<file path="src/rtl/realtank_soc_busmtx_out_arb.sv">
// Output-stage arbiter for the RealTank bus matrix: shares MI0 between up to four input stages.
// Define REALTANK_BUSMTX_ARB_RR_EN for round-robin selection; otherwise fixed priority (S0 highest).
module realtank_soc_busmtx_out_arb #(
  parameter int NUM_IN = 4
) (
  input  logic                HCLK,
  input  logic                HRESETn,
  input  logic [NUM_IN-1:0]   req_in,
  input  logic [2*NUM_IN-1:0] trans_in,
  input  logic [NUM_IN-1:0]   lock_in,
  input  logic                HREADYM,
  output logic [1:0]          addr_in_port,
  output logic                no_port,
  output logic [NUM_IN-1:0]   active_arb,
  output logic [1:0]          data_in_port,
  output logic                data_valid,
  output logic                locked
);

  typedef enum logic [1:0] {
    NOPORT = 2'd0,
    OWNED  = 2'd1,
    LOCKED = 2'd2
  } arb_state_t;

  localparam logic [1:0] TRANS_BUSY = 2'b01;
  localparam logic [1:0] TRANS_SEQ  = 2'b11;

  arb_state_t state, state_n;
  logic [1:0] addr_n;
  logic       no_port_n;

  logic [3:0] req_pad;
  logic [3:0] lock_pad;
  logic [7:0] trans_pad;
  logic       owner_req;
  logic       owner_lock;
  logic [1:0] owner_trans;
  logic       owner_burst;

  logic       pick_found;
  logic [1:0] pick_idx;

`ifdef REALTANK_BUSMTX_ARB_RR_EN
  localparam logic [1:0] LAST_IDX = 2'(NUM_IN - 1);
  logic [1:0] rr_ptr;
  logic [1:0] cand;
  logic       grant_new;
`endif

  // Pad to four inputs so owner lookups never index past NUM_IN.
  always_comb begin
    req_pad   = '0;
    lock_pad  = '0;
    trans_pad = '0;
    req_pad[NUM_IN-1:0]     = req_in;
    lock_pad[NUM_IN-1:0]    = lock_in;
    trans_pad[2*NUM_IN-1:0] = trans_in;
  end

  assign owner_req   = req_pad[addr_in_port];
  assign owner_lock  = lock_pad[addr_in_port];
  assign owner_trans = trans_pad[{addr_in_port, 1'b0} +: 2];
  assign owner_burst = owner_req &&
                       ((owner_trans == TRANS_SEQ) || (owner_trans == TRANS_BUSY));

`ifdef REALTANK_BUSMTX_ARB_RR_EN
  always_comb begin
    pick_found = 1'b0;
    pick_idx   = '0;
    cand       = '0;
    for (int i = 1; i <= NUM_IN; i++) begin
      cand = 2'((int'(rr_ptr) + i) % NUM_IN);
      if (!pick_found && req_pad[cand]) begin
        pick_found = 1'b1;
        pick_idx   = cand;
      end
    end
  end
`else
  always_comb begin
    pick_found = 1'b0;
    pick_idx   = '0;
    for (int i = NUM_IN - 1; i >= 0; i--) begin
      if (req_pad[i]) begin
        pick_found = 1'b1;
        pick_idx   = 2'(i);
      end
    end
  end
`endif

  // A lock takes precedence over a burst; a locked owner that drops its request parks the port.
  always_comb begin
    state_n   = state;
    addr_n    = addr_in_port;
    no_port_n = no_port;
`ifdef REALTANK_BUSMTX_ARB_RR_EN
    grant_new = 1'b0;
`endif
    if ((state != NOPORT) && owner_lock) begin
      state_n   = LOCKED;
      no_port_n = ~owner_req;
    end else if ((state != NOPORT) && owner_burst) begin
      state_n   = OWNED;
      no_port_n = 1'b0;
    end else if (pick_found) begin
      state_n   = OWNED;
      addr_n    = pick_idx;
      no_port_n = 1'b0;
`ifdef REALTANK_BUSMTX_ARB_RR_EN
      grant_new = 1'b1;
`endif
    end else begin
      state_n   = NOPORT;
      no_port_n = 1'b1;
    end
  end

  always_ff @(posedge HCLK) begin
    if (!HRESETn) begin
      state        <= NOPORT;
      addr_in_port <= '0;
      no_port      <= 1'b1;
      data_in_port <= '0;
      data_valid   <= 1'b0;
`ifdef REALTANK_BUSMTX_ARB_RR_EN
      rr_ptr       <= LAST_IDX;
`endif
    end else if (HREADYM) begin
      state        <= state_n;
      addr_in_port <= addr_n;
      no_port      <= no_port_n;
      data_in_port <= addr_in_port;
      data_valid   <= ~no_port;
`ifdef REALTANK_BUSMTX_ARB_RR_EN
      if (grant_new) begin
        rr_ptr <= addr_n;
      end
`endif
    end
  end

  always_comb begin
    active_arb = '0;
    for (int i = 0; i < NUM_IN; i++) begin
      active_arb[i] = !no_port && (addr_in_port == 2'(i));
    end
  end

  assign locked = (state == LOCKED);

endmodule

</file>
<file path="config.mk">
export PLATFORM = sky130hd
export DESIGN_NAME = realtank_soc_busmtx_out_arb
export DESIGN_NICKNAME = d
export VERILOG_FILES = /design/src/rtl/realtank_soc_busmtx_out_arb.sv
export SDC_FILE = /design/constraint.sdc
export NUM_CORES = 1
export LEC_CHECK = 0
export BUFFER_PORTS_ARGS = -buffer_cell sky130_fd_sc_hd__buf_2
export CAP_MARGIN = 20
export CORE_AREA = 2 2 39 41
export CTS_BUF_LIST = sky130_fd_sc_hd__clkbuf_8
export DETAILED_ROUTE_END_ITERATION = 6
export DIE_AREA = 0 0 41 43
export GPL_TIMING_DRIVEN = 1
export HOLD_SLACK_MARGIN = 0.12
export PLACE_DENSITY_LB_ADDON = 0.12
export SYNTH_ARGS = -nofsm -noshare
export SYNTH_HDL_FRONTEND = slang
export SYNTH_SLANG_ARGS = --single-unit
</file>
<file path="constraint.sdc">
create_clock -name HCLK -period 4.5 [get_ports HCLK]
set_input_delay 0.9 -clock HCLK [delete_from_list [all_inputs] [get_ports HCLK]]
set_output_delay 0.9 -clock HCLK [all_outputs]
set_load 0.02 [all_outputs]
</file>
== Word-level counts from Yosys, hierarchy flattened ==
Index checks and enable logic that the tools add are counted.
Word-level totals
  bits of input ports: 19
  register bits after elaboration: 8
Cells by class
  magnitude comparators: 1
  reductions and logical operators: 12
  bitwise logic cells: 4
  equality and inequality tests: 6
  multiplexer cells: 18
  shift operators: 1
Operators with widths (count)
  1-bit two-way mux: 11
  2-bit two-way mux: 5
  2-bit equality test, second input constant: 4
  8-bit by 4-bit indexed part select with 2-bit output: 1
  1-bit logical AND: 7
  1-bit binary-select mux with 2-bit select: 2
  2-bit by 1-bit equality test with 1-bit output, second input constant: 2
  1-bit NOT: 4
  4-bit AND reduction: 1
  2-bit by 3-bit < comparator with 1-bit output, second input constant: 1
  2-bit logical NOT: 1
  2-bit nonzero test: 1
  1-bit logical NOT: 1
  1-bit logical OR: 1

== Longest topological paths before layout ==
  depth after elaboration: 7
  mapped depth: 5
  depth with buffers taken out: 4

== Worst setup path after synthesis ==
No wires, ideal clock.
  path kind: in2reg
  from: in trans_in[6]
  to: reg addr_in_port[1]
  path slack: 2.355 ns
  data arrival time: 2.026 ns
  stages on the path: 4
  buffers on the path: 0
  cell sequence: mux4_2 > a211o_1 > and2_0 > o221a_1
Between the ends
  word-level cells in the longest chain between the ends: 7
  elaborated cells between the ends (all ways): 8
  classes of those cells: 2 x eq/ne; 1 x shift; 1 x bitwise; 4 x reduce/logical
Ends and longest elaborated chain
  from (decl): line 9  | input logic [2*NUM_IN-1:0] trans_in,
  8-bit by 4-bit indexed part select with 2-bit output (*): line 63  | assign owner_trans = trans_pad[{addr_in_port, 1'b0} +: 2];
  2-bit equality test or 2-bit by 1-bit equality test with 1-bit output (tied branches): line 65  | ((owner_trans == TRANS_SEQ) || (owner_trans == TRANS_BUSY));
  1-bit logical OR (*): line 65
  1-bit logical AND (*): line 64  | assign owner_burst = owner_req &&
  1-bit logical AND (*): line 104  | end else if ((state != NOPORT) && owner_burst) begin
  1-bit NOT (no line) (*)
  4-bit AND reduction (no line) (*)
  to (signal assigned): line 132  | addr_in_port <= addr_n;
  to (decl): line 12  | output logic [1:0] addr_in_port,
Mark *: on every way between the ends. The rest lies on a longest branch, timed or not.
A chain may end at the register's enable or synchronous reset.

== Final worst setup path ==
  from: reg addr_in_port[1]
  to: out active_arb[2]
Between the ends
  word-level cells in the longest chain between the ends: 2
Ends and longest elaborated chain
  2-bit equality test: line 147  | active_arb[i] = !no_port && (addr_in_port == 2'(i));
  1-bit logical AND: line 147
  to (decl): line 14  | output logic [NUM_IN-1:0] active_arb,
Every way passes these cells.

==> run_results.csv <==
group,metric,value,unit
outcome,status,"complete, no violations",
min_path,hp-class,"flip-flop to flip-flop",
worst_setup_path,worst-path-max-fanout,10,
synthesis,synth_top_cell_by_area,"dfxtp_1",
layout,syn_to_final_growth,33.94,%
clocking,cts_resized,0,
sta,rsz0062_at_grt,"no",
sta,finalCritPeriodShare,46.37,%
sta,drv_slew,0,
clocking,cts_root_buf,"clkbuf_8",
place,place_ws,2.201,ns
synthesis,avgSynthCellArea,10.06,um^2
floorplanning,dieArea,0.001763,mm^2
place,portBuffers,25,
clocking,cts.sinks,8,
place,place_congestion,0.7338,
worst_setup_path,worstPathArrival,1.19,ns
sta,worst_pin_slew,0.4297,ns
pwr,p_leak,0.3250,nW
layout,fin_nets,94,
grt,grt_pass1_vias,348,
routing,viasPerCell,4.899,
clocking,postCtsHoldBufs,0,
sta,hold_ws,0.4800,ns
synthesis,synthCells,48,
synthesis,synth_nets,67,
sta,slew_headroom,71.09,%
synthesis,synth_top_area_share,33.16,%
worst_setup_path,critical_path_required,3.60,ns
worst_setup_path,critPathCaptureType,"primary output",
sta,fin_skew,0.003420,ns
synthesis,ys.flop_type,"dfxtp_1",
floorplanning,io_pins,30,
clocking,clockBufferDepth,2,
synthesis,synthTopCellsByArea,"dfxtp_1 33%, mux4_2 14%, mux2i_1 8.3%, nor2b_1 6.5%, a21oi_1 3.1%",
layout,insertedDiodeCount,0,
synthesis,syn_area,483.0,um^2
clocking,cts_tree,"done",
layout,fin_area,646.9,um^2
place,post_dp_cell_area,605.6,um^2
routing,first_pass_iters,2,
synthesis,synth_cell_types,24,
clocking,post_cts_buffers,0,
routing,wl,1016,um
grt,grt_max_degree,11,
grt,antenna_found_initial,0,
worst_setup_path,worstSetupPathType,"flip-flop to primary output",
grt,gr-total-overflow,0,
floorplanning,core-area,0.001384,mm^2
layout,nFillCells,138,
routing,drc,0,
floorplanning,num_rows,14,
sta,setup_viol,0,
pwr,totalPowerFinal,0.2188,mW
synthesis,synth_most_common_cell,"dfxtp_1",
pwr,power_density,338.3,mW/mm^2
pwr,ir_worst_vdd,0.3050,mV
sta,hold_viol_final,0,
clocking,cts_htree_levels,1,
routing,via_count,436,
grt,grt_pass1_wl,1386,um
clocking,numCtsBuffers,3,
clocking,path_clk_slew,0.04,ns
grt,grt_util_all_layers,11.91,%
layout,drive_above_1_share,49.32,%
sta,clock.fmax,479.2,MHz
flow_run,drv_cap,0,
synthesis,seq_area_frac_synth,33.16,%
layout,final_cells,89,
synthesis,ys_seq_elements,8,
synthesis,synth_common_cells,"8 x dfxtp_1, 5 x nor2b_1, 4 x mux2i_1",
sta,setup_ws,2.413,ns
place,placed_cells,86,
sta,tns,0,ns
clocking,clk-insertion-delay-late,0.22,ns
floorplanning,start_util,34.90,%
routing,antenna_left,0,
place,hpwl,794.3,um
synthesis,async_flop_share,0,%
synthesis,synth_edf_count,0,
routing,routedWlPerCell,11.42,um
sta,min_period,2.087,ns
routing,initialDrtViolationCount,2,
worst_setup_path,critPathLaunchType,"flip-flop",
synthesis,ys_warn_count,0,
floorplanning,die_width,41,um
floorplanning,die_h,43,um
layout,post-route-util,46.75,%
==> where the power goes <==
part           leakage (nW)  switching (mW)  internal [mW]
sequential           0.0658         0.00821         0.0768
combinational         0.238          0.0248         0.0260
clock                0.0216          0.0254         0.0577
==> worst max-delay path, cell delays in order (launching register included) <==
cell and delay, ns:
dfxtp_1 0.55, nor3b_1 0.22, buf_2 0.19
==> worst paths after layout <==
path	to	cells after the start	slack (ns)	startpoint
max	active_arb[2]	2	2.41	addr_in_port[1]
max reg2reg	addr_in_port[1]	4	2.57	addr_in_port[1]
min reg2reg	data_valid	1	0.48	data_valid
min	data_valid	1	0.48	data_valid
==> cell families after synthesis <==
logic type             share of synthesized area (%)
multiplexers                                   22.28
AO/OA/AOI/OAI                                  12.95
buffers and inverters                          6.218
AND/OR/NAND/NOR                                25.39
flip-flops                                     33.16
==> layout by cell type (no fill, tap or decap), types with 2 or more instances in the layout <==
cell and n:
a21oi_1 3, and3_1 2, buf_2 25, clkbuf_8 3, dfxtp_1 8, inv_1 2
mux2i_1 4, mux4_2 3, nand2_1 3, nor2b_1 5, nor3b_1 2, or2_2 2
==> layer usage <==
layer  wire length (um)  vias to the layer above  track usage (%)
met3                 61                        0            7.853
met2                487                       11            17.19
met1                468                      198            14.71
met5                  0                        -                0
li1                   -                      227                -
met4                  0                        0            2.000
==> final cells by class <==
type | count | area (um^2) | share of cell area (%)
clock buffers | 3 | 41.29 | 6.383
repair buffers | 25 | 125.1 | 19.34
multi-input cells | 35 | 292.8 | 45.26
well taps | 16 | 20.02 | 3.095
flip-flops and latches | 8 | 160.2 | 24.76
inverters | 2 | 7.507 | 1.161
==> sequential cells by signal, indices dropped and copies added (netlist names) <==
| signal | flops |
|---|---|
| data_valid | 1 |
| data_in_port | 2 |
| state | 2 |
| addr_in_port | 2 |
| no_port | 1 |
Power figures use the tool's default switching activity.
